[config.mk]
export PLATFORM = sky130hd
export DESIGN_NAME = cheri_err_monitor_flat
export DESIGN_NICKNAME = d
export VERILOG_FILES = /design/src/rtl/cheri_mon_pkg.sv /design/src/rtl/cheri_err_monitor_if.sv /design/src/rtl/prim_fifo_sync.sv /design/src/rtl/cheri_err_monitor.sv /design/src/flat_wrapper.sv
export SDC_FILE = /design/constraint.sdc
export NUM_CORES = 1
export LEC_CHECK = 0
export ABC_CLOCK_PERIOD_IN_PS = 3400
export BUFFER_PORTS_ARGS = -buffer_cell sky130_fd_sc_hd__buf_2
export CAP_MARGIN = 25
export CORE_MARGIN = 2
export CORE_UTILIZATION = 45
export CTS_BUF_LIST = sky130_fd_sc_hd__clkbuf_8
export DETAILED_ROUTE_END_ITERATION = 10
export GPL_ROUTABILITY_DRIVEN = 0
export PLACE_DENSITY_LB_ADDON = 0.05
export SLEW_MARGIN = 5
export SYNTH_ARGS = -nofsm -noshare
export SYNTH_HDL_FRONTEND = slang
export SYNTH_HIERARCHICAL = 1
export SYNTH_SLANG_ARGS = --single-unit
[constraint.sdc]
create_clock -name clk_i -period 3.4 [get_ports clk_i]
set_clock_uncertainty 0.1 [all_clocks]
set_input_delay 0.17 -clock clk_i [delete_from_list [all_inputs] [get_ports clk_i]]
set_output_delay 0.17 -clock clk_i [all_outputs]
set_load 0.005 [all_outputs]
[src/rtl/cheri_mon_pkg.sv]
// Shared types and helpers for the CHERI error monitor.
//   cheri_err_e    : channel index of each CHERI error line
//   cheri_evt_t    : {id, timestamp} event record at default widths
//   cheri_err_name : printable channel name for simulation reporting
//   lowest_set     : index of the lowest set bit, used for the push pick
package cheri_mon_pkg;

  localparam int unsigned MaxChannels = 32;
  localparam int unsigned DefIdW      = 4;
  localparam int unsigned DefTsWidth  = 32;

  typedef enum logic [3:0] {
    CheriErrBounds           = 4'd0,
    CheriErrTag              = 4'd1,
    CheriErrSeal             = 4'd2,
    CheriErrPermitEx         = 4'd3,
    CheriErrPermitLd         = 4'd4,
    CheriErrPermitSt         = 4'd5,
    CheriErrPermitStCap      = 4'd6,
    CheriErrPermitStLocal    = 4'd7,
    CheriErrPermitAccSysRegs = 4'd8
  } cheri_err_e;

  typedef struct packed {
    logic [DefIdW-1:0]     id;
    logic [DefTsWidth-1:0] timestamp;
  } cheri_evt_t;

  function automatic string cheri_err_name(input logic [3:0] idx);
    case (idx)
      CheriErrBounds:           return "Bounds";
      CheriErrTag:              return "Tag";
      CheriErrSeal:             return "Seal";
      CheriErrPermitEx:         return "Permit Execute";
      CheriErrPermitLd:         return "Permit Load";
      CheriErrPermitSt:         return "Permit Store";
      CheriErrPermitStCap:      return "Permit Store Cap";
      CheriErrPermitStLocal:    return "Permit Store Local Cap";
      CheriErrPermitAccSysRegs: return "Permit Acc Sys Regs";
      default:                  return "Unknown";
    endcase
  endfunction

  // Scan from the top so the last hit, i.e. the lowest index, wins.
  function automatic logic [4:0] lowest_set(input logic [MaxChannels-1:0] vec);
    logic [4:0] idx;
    idx = '0;
    for (int i = MaxChannels - 1; i >= 0; i--) begin
      if (vec[i]) idx = 5'(i);
    end
    return idx;
  endfunction

endpackage

[src/rtl/cheri_err_monitor_if.sv]
// Signal bundle between the error monitor and its driver/consumer.
//   master : drives err_i, clear_i, cnt_sel_i, evt_ready_i; observes the rest
//   slave  : the monitor itself
interface cheri_err_monitor_if #(
  parameter int unsigned ErrWidth = 9,
  parameter int unsigned CntWidth = 16,
  parameter int unsigned TsWidth  = 32
);
  localparam int unsigned IdW = (ErrWidth > 1) ? $clog2(ErrWidth) : 1;

  logic [ErrWidth-1:0] err_i;
  logic                clear_i;
  logic [ErrWidth-1:0] errored_o;
  logic [IdW-1:0]      cnt_sel_i;
  logic [CntWidth-1:0] cnt_o;
  logic                evt_valid_o;
  logic                evt_ready_i;
  logic [IdW-1:0]      evt_id_o;
  logic [TsWidth-1:0]  evt_time_o;
  logic [TsWidth-1:0]  time_o;

  modport master (
    output err_i, clear_i, cnt_sel_i, evt_ready_i,
    input  errored_o, cnt_o, evt_valid_o, evt_id_o, evt_time_o, time_o
  );

  modport slave (
    input  err_i, clear_i, cnt_sel_i, evt_ready_i,
    output errored_o, cnt_o, evt_valid_o, evt_id_o, evt_time_o, time_o
  );
endinterface

[src/rtl/prim_fifo_sync.sv]
// Synchronous valid/ready FIFO.
//   clr_i            : synchronous flush, wins over push/pop
//   wvalid/wready/wdata : write side; a push into a full FIFO is accepted
//                      when a pop happens in the same cycle
//   rvalid/rready/rdata : read side; rdata is zero while empty
//   Pass             : when set, an empty FIFO forwards the write straight out
module prim_fifo_sync #(
  parameter int unsigned Width = 16,
  parameter bit          Pass  = 1'b0,
  parameter int unsigned Depth = 4
) (
  input  logic             clk_i,
  input  logic             rst_ni,
  input  logic             clr_i,
  input  logic             wvalid_i,
  output logic             wready_o,
  input  logic [Width-1:0] wdata_i,
  output logic             rvalid_o,
  input  logic             rready_i,
  output logic [Width-1:0] rdata_o
);
  localparam int unsigned PtrW = (Depth > 1) ? $clog2(Depth) : 1;
  localparam int unsigned CntW = $clog2(Depth + 1);

  logic [Width-1:0] mem_q [Depth];
  logic [PtrW-1:0]  wptr_q, rptr_q;
  logic [CntW-1:0]  cnt_q;
  logic             empty, full, bypass, do_push, do_pop;

  function automatic logic [PtrW-1:0] ptr_inc(input logic [PtrW-1:0] p);
    return (p == PtrW'(Depth - 1)) ? '0 : p + PtrW'(1);
  endfunction

  assign empty    = (cnt_q == '0);
  assign full     = (cnt_q == CntW'(Depth));
  assign bypass   = Pass && empty && wvalid_i;
  assign rvalid_o = !empty || bypass;
  assign rdata_o  = !empty ? mem_q[rptr_q] : (bypass ? wdata_i : '0);
  assign do_pop   = rready_i && !empty;
  assign wready_o = !full || do_pop;
  // A bypassed word taken by the reader the same cycle is never stored.
  assign do_push  = wvalid_i && wready_o && !(bypass && rready_i);

  always_ff @(posedge clk_i or negedge rst_ni) begin
    if (!rst_ni) begin
      wptr_q <= '0;
      rptr_q <= '0;
      cnt_q  <= '0;
    end else if (clr_i) begin
      wptr_q <= '0;
      rptr_q <= '0;
      cnt_q  <= '0;
    end else begin
      if (do_push) wptr_q <= ptr_inc(wptr_q);
      if (do_pop)  rptr_q <= ptr_inc(rptr_q);
      if (do_push && !do_pop)      cnt_q <= cnt_q + CntW'(1);
      else if (!do_push && do_pop) cnt_q <= cnt_q - CntW'(1);
    end
  end

  always_ff @(posedge clk_i) begin
    if (do_push && !clr_i) mem_q[wptr_q] <= wdata_i;
  end

endmodule

[src/rtl/cheri_err_monitor.sv]
// CHERI exception monitor: rising-edge detect on the error lines, sticky
// per-channel errored mask, saturating per-channel occurrence counters, and
// an in-order lossless queue of {channel, first-occurrence timestamp} records.
//   clk_i, rst_ni : clock, async active-low reset
//   bus (slave)   : err_i, clear_i, errored_o, cnt_sel_i/cnt_o,
//                   evt_valid_o/evt_ready_i/evt_id_o/evt_time_o, time_o
module cheri_err_monitor
  import cheri_mon_pkg::*;
#(
  parameter int unsigned ErrWidth  = 9,
  parameter int unsigned CntWidth  = 16,
  parameter int unsigned TsWidth   = 32,
  parameter int unsigned FifoDepth = 4
) (
  input logic              clk_i,
  input logic              rst_ni,
  cheri_err_monitor_if.slave bus
);
  localparam int unsigned IdW  = (ErrWidth > 1) ? $clog2(ErrWidth) : 1;
  localparam int unsigned EvtW = IdW + TsWidth;

  logic [TsWidth-1:0]  time_q;
  logic [ErrWidth-1:0] err_q, errored_q, pending_q;
  logic [ErrWidth-1:0] rise, first_hit, push_mask;
  logic [CntWidth-1:0] cnt_q [ErrWidth];
  logic [TsWidth-1:0]  ts_q  [ErrWidth];
  logic [IdW-1:0]      pick_id;
  logic                push_ready, evt_valid;
  logic [EvtW-1:0]     evt_rdata;

  assign rise      = bus.err_i & ~err_q;
  assign first_hit = rise & ~errored_q;
  assign pick_id   = IdW'(lowest_set(MaxChannels'(pending_q)));
  // Only meaningful when something is pending; otherwise it clears a zero bit.
  assign push_mask = push_ready ? (ErrWidth'(1) << pick_id) : '0;

  always_ff @(posedge clk_i or negedge rst_ni) begin
    if (!rst_ni) begin
      time_q    <= '0;
      err_q     <= '0;
      errored_q <= '0;
      pending_q <= '0;
      for (int i = 0; i < int'(ErrWidth); i++) begin
        cnt_q[i] <= '0;
        ts_q[i]  <= '0;
      end
    end else begin
      time_q <= time_q + TsWidth'(1);
      // Tracks the line even while clearing, so a line held high across a
      // clear does not produce a fresh edge afterwards.
      err_q  <= bus.err_i;
      if (bus.clear_i) begin
        errored_q <= '0;
        pending_q <= '0;
        for (int i = 0; i < int'(ErrWidth); i++) begin
          cnt_q[i] <= '0;
          ts_q[i]  <= '0;
        end
      end else begin
        errored_q <= errored_q | rise;
        pending_q <= (pending_q & ~push_mask) | first_hit;
        for (int i = 0; i < int'(ErrWidth); i++) begin
          if (rise[i] && (cnt_q[i] != {CntWidth{1'b1}})) cnt_q[i] <= cnt_q[i] + CntWidth'(1);
          if (first_hit[i]) ts_q[i] <= time_q;
        end
      end
    end
  end

  prim_fifo_sync #(
    .Width (EvtW),
    .Pass  (1'b0),
    .Depth (FifoDepth)
  ) u_evt_fifo (
    .clk_i    (clk_i),
    .rst_ni   (rst_ni),
    .clr_i    (bus.clear_i),
    .wvalid_i (|pending_q),
    .wready_o (push_ready),
    .wdata_i  ({pick_id, ts_q[pick_id]}),
    .rvalid_o (evt_valid),
    .rready_i (bus.evt_ready_i),
    .rdata_o  (evt_rdata)
  );

  assign bus.evt_valid_o = evt_valid;
  assign bus.evt_id_o    = evt_rdata[EvtW-1 -: IdW];
  assign bus.evt_time_o  = evt_rdata[TsWidth-1:0];
  assign bus.errored_o   = errored_q;
  assign bus.time_o      = time_q;
  assign bus.cnt_o       = (32'(bus.cnt_sel_i) < ErrWidth) ? cnt_q[bus.cnt_sel_i] : '0;

endmodule

[src/flat_wrapper.sv]
// flat-port wrapper written by rule: the top's interface ports become plain ports
module cheri_err_monitor_flat import cheri_mon_pkg::*;
#(
  parameter int unsigned ErrWidth  = 9,
  parameter int unsigned CntWidth  = 16,
  parameter int unsigned TsWidth   = 32,
  parameter int unsigned FifoDepth = 4
)
  (clk_i, rst_ni, bus_err_i, bus_clear_i, bus_cnt_sel_i, bus_evt_ready_i, bus_errored_o, bus_cnt_o, bus_evt_valid_o, bus_evt_id_o, bus_evt_time_o, bus_time_o);
  cheri_err_monitor_if #(.ErrWidth(ErrWidth), .CntWidth(CntWidth), .TsWidth(TsWidth)) bus_i ();
  input logic clk_i;
  input logic rst_ni;
  input wire logic [$bits(bus_i.err_i)-1:0] bus_err_i;
  input wire logic [$bits(bus_i.clear_i)-1:0] bus_clear_i;
  input wire logic [$bits(bus_i.cnt_sel_i)-1:0] bus_cnt_sel_i;
  input wire logic [$bits(bus_i.evt_ready_i)-1:0] bus_evt_ready_i;
  output wire logic [$bits(bus_i.errored_o)-1:0] bus_errored_o;
  output wire logic [$bits(bus_i.cnt_o)-1:0] bus_cnt_o;
  output wire logic [$bits(bus_i.evt_valid_o)-1:0] bus_evt_valid_o;
  output wire logic [$bits(bus_i.evt_id_o)-1:0] bus_evt_id_o;
  output wire logic [$bits(bus_i.evt_time_o)-1:0] bus_evt_time_o;
  output wire logic [$bits(bus_i.time_o)-1:0] bus_time_o;
  assign bus_i.err_i = bus_err_i;
  assign bus_i.clear_i = bus_clear_i;
  assign bus_i.cnt_sel_i = bus_cnt_sel_i;
  assign bus_i.evt_ready_i = bus_evt_ready_i;
  assign bus_errored_o = bus_i.errored_o;
  assign bus_cnt_o = bus_i.cnt_o;
  assign bus_evt_valid_o = bus_i.evt_valid_o;
  assign bus_evt_id_o = bus_i.evt_id_o;
  assign bus_evt_time_o = bus_i.evt_time_o;
  assign bus_time_o = bus_i.time_o;
  cheri_err_monitor #(.ErrWidth(ErrWidth), .CntWidth(CntWidth), .TsWidth(TsWidth), .FifoDepth(FifoDepth)) u_core (.clk_i(clk_i), .rst_ni(rst_ni), .bus(bus_i));
endmodule
-- Word level (Yosys, flattened, before mapping)
Memory sizes are Yosys's and may differ from the RTL's.
Index checks and enable logic that the tools add are counted.
- flip-flop bits (word level): 498
- bits in writable memories: 144
- bits of input ports: 17
- output and inout bits: 94
- memories: 1
- memory list (name ; words ; width ; read ports ; clocked after memory_dff ; wr ports ; RTL line ; text):
    u_core.u_evt_fifo.mem_q ; 4 ; 36 ; 1 ; 0 ; 1 ; prim_fifo_sync.sv:25 ; logic [Width-1:0] mem_q [Depth];
- add/subtract/negate cells: 14
- magnitude comparators: 3
- eq/ne operators: 12
- shifts and indexed selects: 1
- mux-type cells: 51
- bitwise gates (word level): 10
- reductions and logical operators: 43
- operators with widths (operator ; count):
    $mux 32 ; 11
    $mux 288 ; 1
    $mux 16 ; 12
    $add 16x1->16 const B ; 9
    $mux 144 ; 1
    $ne 16x16->1 const B ; 9
    $bmux 32 s4 ; 1
    $bmux 16 s4 ; 1
    $reduce_bool 2->1 ; 20
    $mux 36 ; 1
    $mux 4 ; 9
    $add 32x1->32 const B ; 1
    $and 9x9->9 ; 3
    $mux 9 ; 3
    $not 9->9 ; 3
    $or 9x9->9 ; 2
    $logic_and 1x1->1 ; 14
    $mux 2 ; 6
    $ge 5x5->1 const B ; 2
    $not 4->5 ; 2
    $mux 3 ; 3
    $reduce_or 9->1 ; 1
    $shl 1x4->9 const A ; 1
    $logic_not 1->1 ; 5
    other kinds (10) ; 13

-- Logic depth before layout (Yosys ltp)
- depth in word-level cells: 15
- mapped depth: 9

-- Cells and area by module
Netlist, hierarchy kept.
- by module, submodules not included (module ; times used ; cells an instance ; area an instance (µm²) ; sequential area each (µm²)):
    cheri_err_monitor ; 1 ; 2727 ; 24752.5 ; 12286.8
    prim_fifo_sync ; 1 ; 287 ; 5993.2 ; 4499.3

-- Least setup slack after synthesis
OpenSTA, ideal clock, no wires.
- kind: register to register
- start: register u_core.pending_q[2]
- end: memory u_core/u_evt_fifo/mem_q[0][0] (netlist name) (enable)
- library setup time: 0.397 ns
- arrival time: 2.084 ns
- setup slack: 0.820 ns
- cell stages (with the launch flop): 8
- path buffers: 2
- clock period less this slack: 2.580 ns
- cell sequence: dfrtp_1 clkbuf_2 nor4_2 nand3b_1 buf_2 inv_1 nor3_1 and2_1
- word-level cells in the longest chain between the ends: 5
- RTL lines (what ; RTL line ; text):
    start, declared ; cheri_err_monitor.sv:23 ; logic [ErrWidth-1:0] err_q, errored_q, pending_q;
    start signal, assigned ; cheri_err_monitor.sv:61 ; pending_q <= (pending_q & ~push_mask) | first_hit;
    $reduce_or 9->1 ; cheri_err_monitor.sv:78 ; .wvalid_i (|pending_q),
    $logic_and 1x1->1 ; prim_fifo_sync.sv:42 ; assign do_push = wvalid_i && wready_o && !(bypass && rready_i);
    $logic_and 1x1->1 ; prim_fifo_sync.sv:62 ; if (do_push && !clr_i) mem_q[wptr_q] <= wdata_i;
    $mux 1 ; prim_fifo_sync.sv:62 ;
    $mux 1 (not written as such) ; prim_fifo_sync.sv:62 ;
    end, declared ; prim_fifo_sync.sv:25 ;
Every way passes these cells.

-- Final worst setup path
- start: register u_core.u_evt_fifo.rptr_q[0]
- end: output bus_evt_time_o[25]
- word-level cells in the longest chain between the ends: 2
- RTL lines (what ; RTL line ; text):
    start, declared ; prim_fifo_sync.sv:26 ; logic [PtrW-1:0] wptr_q, rptr_q;
    start signal, assigned ; prim_fifo_sync.sv:55 ; if (do_pop) rptr_q <= ptr_inc(rptr_q);
    $mem_v2 4x36 ; - ;
    $mux 36 ; prim_fifo_sync.sv:38 ; assign rdata_o = !empty ? mem_q[rptr_q] : (bypass ? wdata_i : '0);
    end, declared ; flat_wrapper.sv:21 ; output wire logic [$bits(bus_i.evt_time_o)-1:0] bus_evt_time_o;
Every way passes these cells.

==> impl_metrics.toml <==
[outcome]
outcome = "finished, final reports clean"

[cts]
clkSlewWorstSetupHoldPaths_ps = 60
post_cts_resized = 0
cts_buffers = 112
cts.sinks = 642
clkLatencyLatePin_ps = 730
cts_root_buffer = "clkbuf_8"
htree_levels = 3
cts_tree = "yes"
cts_setup_buffers = 0
cts_buffer_depth = 3

[synthesis]
synth-xor-area-share = 0.0373
synth_mux_area_frac = 0.0748
synth_common_cells = "652 x nand2_1, 498 x dfrtp_1, 360 x a21oi_1"
synthSimpleGateAreaFrac = 0.179
synth_edf_count = 144
ys_dominant_reg_cell = "dfrtp_1"
synthAdderAreaFrac = 0.00676
ys_warn_count = 6
synth_cells = 3014
yosysMostFrequentCell = "nand2_1"
ys_ff_latch = 642
synth_top_family_by_area = "simple AND/OR/NAND/NOR gates"
synth_top_area_share = 0.405
syn_avg_cell_area_sq_um = 10.2
synth.yosys.seq_area_share = 0.546
synth_cell_type_count = 72
syn_area_sq_mm = 0.0307
synth-compound-area-share = 0.119
async_flop_share = 0.776
syn-num-nets = 3047
synth_top_area_cell = "dfrtp_1"
synth.area.top_cells = "dfrtp_1 41%, edfxtp_1 14%, nand2_1 8.0%, a21oi_1 5.9%, mux4_2 4.9%"

[grt]
gr-usage-all-layers = 0.265
grt_pass1_vias = 23400
grtUsageMet2 = 0.431
met3_usage = 0.0392
antenna_found_initial = 6
grt_overflow_total = 0
top_usage_layer = "met2"
grt_pass1_wl_um = 143000
grt_max_degree = 93
grtUsageMet1 = 0.366

[setup_path]
crit_fanout = 20
cp_slowest_cell = "dfrtp_2"
cpPeakStageDelay_ps = 880
timing.rr.end = "u_core/u_evt_fifo/mem_q[0][30]"
r2r_slack_ps = 570
cp-end-kind = "output port"
crit_family = "flip-flops"
path_buf_inv = 2
required_ps = 3130
cp_cell_sequence = "buf_12 -> mux4_2 -> and2_1 -> buf_2"
reg2reg_from = "u_core/pending_q[4]"
crit_arrival_ps = 2820
critPathLaunchType = "flop"
rr_worst_depth = 6
crit_type = "reg2out"

[sta]
max_freq_ghz = 0.324
setup_tns_ps = 0
worst_slack_ps = 313
finalCritPeriodShare = 0.908
maxSlewHeadroom = 0.312
period_needed_ps = 3090
hold_viol = 0
worst-slew-pin-transition_ps = 1030
finalSetupViolations = 0
slew_violations = 0
rsz0062_at_grt = "no"

[routing]
vias_per_cell = 5.80
num_vias = 23600
first_pass_iters = 5
wirelength_um = 92800
wl_per_cell_um = 22.8
post-route-drc-count = 0
antenna_left = 0
drt-initial-drc-count = 2195

[power_and_ir_drop]
swShare = 0.287
p_sw_w = 0.00523
pwr-share-comb = 0.164
p_per_area_mw_per_mm2 = 526
vdd_drop_max_mv = 0.388
p_clk_frac = 0.372
power.internal_w = 0.0130
sequentialPowerShare = 0.464
total_leakage_power_nw = 14.0

[floorplan]
rows = 95
dieArea_sq_mm = 0.0704
fp.dieH_um = 265
die_w_um = 265
coreArea_sq_mm = 0.0674
initial_core_util = 0.456
ioPinCount = 111

[final_layout]
fillers = 6157
syn_to_final_growth_pct = 12.6
drive_gt1_frac = 0.139
fin_nets = 3139

[worst_hold_path]
hold_path.class = "in2async"

[placed_design]
dp_slack_ps = 619
hpwl_um = 56000
portBuffers = 110

[job]
maxCapViolCount = 0
[routing by layer]
layer,wire length (um),vias to the layer above
li1,-,10800
met2,44500,852
met5,13,-
met3,5590,199
met1,39600,11800
met4,3070,2
[cell type report]
| cell class | instances | area [sq um] | share of cell area |
|---|---|---|---|
| Antenna cell | 1 | 2.50 | 0.0000723 |
| Tap cell | 873 | 1090 | 0.0316 |
| Sequential cell | 642 | 16800 | 0.485 |
| Timing Repair Buffer | 197 | 1470 | 0.0425 |
| Clock buffer | 134 | 1840 | 0.0533 |
| Inverter | 58 | 218 | 0.00629 |
| Multi-Input combinational cell | 2095 | 12900 | 0.372 |
| Clock inverter | 74 | 317 | 0.00915 |
[worst register-to-register path, stage by stage, from the launching register on]
cell,delay (ps)
dfrtp_1,560
nor4_1,160
nand3b_1,350
inv_1,160
nor3_1,360
and2_2,210
buf_4,530
[stage by stage]
stage,hold slack [ps],total power [W],cell area (sq um),instances,util
6_report,42.0,0.0182,34600,4074,0.514
5_1_grt,30.8,0.0190,34600,4074,0.514
4_1_cts,11.1,0.0184,34600,4072,0.513
3_5_place_dp,137,0.0115,32200,3845,0.478
3_3_place_gp,135,0.0115,32200,3845,0.478
2_1_floorplan,-226,0.0103,30700,3014,-
[how the worst max path moves through the flow]
stage / cells past startpoint / end / start
5_1_grt: 4 / bus_evt_time_o[25] / u_core/u_evt_fifo/rptr_q[0]
6_report: 4 / bus_evt_time_o[25] / u_core/u_evt_fifo/rptr_q[0]
3_5_place_dp: 6 / u_core/u_evt_fifo/mem_q[0][24] / u_core/pending_q[4]
4_1_cts: 4 / bus_evt_time_o[23] / u_core/u_evt_fifo/rptr_q[0]
3_3_place_gp: 7 / u_core/u_evt_fifo/cnt_q[2] / u_core/pending_q[4]
2_1_floorplan: 7 / u_core/u_evt_fifo/mem_q[0][0] / u_core/pending_q[2]
[layout by cell type, fill, tap and decap left out, types with 26 or more instances in the layout]
cell type and count:
nand2_1 652, dfrtp_1 497, a21oi_1 360, nor2_1 201
edfxtp_1 144, clkbuf_8 134, buf_2 108, inv_1 103
mux2i_1 72, xor2_1 67, mux4_2 67, xnor2_1 64
nand3_1 61, nand4_1 57, buf_4 54, and2_1 49
o21ai_0 35, nor3_1 32, a221o_1 32, o221ai_1 32
nor2b_1 29, and3_1 26
[state kept, by name, summed over array words and instances (netlist names)]
register                  cells
u_core/u_evt_fifo/rptr_q      2
u_core/u_evt_fifo/wptr_q      2
u_core/cnt_q                144
u_core/bus.time_o            32
u_core/ts_q                 288
u_core/err_q                  9
u_core/pending_q              9
u_core/bus.errored_o          9
u_core/u_evt_fifo/mem_q     144
u_core/u_evt_fifo/cnt_q       3
[kinds of logic (layout without fill, tap and decap cells)]
group / count (synthesis) / after routing
and+or+nand+nor: 1224 / 1224
DFF: 642 / 642
buffers and inverters: 277 / 463
adders and majority gates: 16 / 16
AOI/OAI and AO/OA: 580 / 580
xor gates and xnor gates: 131 / 131
muxes: 144 / 144
other: 0 / 1
[power by group through the flow]
stage	Clock (W)	Combinational, W	Sequential [W]
2_1_floorplan	0	0.00177	0.00851
3_3_place_gp	0	0.00287	0.00858
3_5_place_dp	0	0.00293	0.00860
4_1_cts	0.00695	0.00296	0.00846
5_1_grt	0.00733	0.00322	0.00849
6_report	0.00677	0.00299	0.00846
[timing repair]
| action | in CTS | in global routing |
|---|---|---|
| hold buffers | 19 | 0 |
| hold endpoints to repair | 567 | 0 |
| setup endpoints to repair | 0 | 0 |
Note: power is estimated with default switching activity, not from simulation.
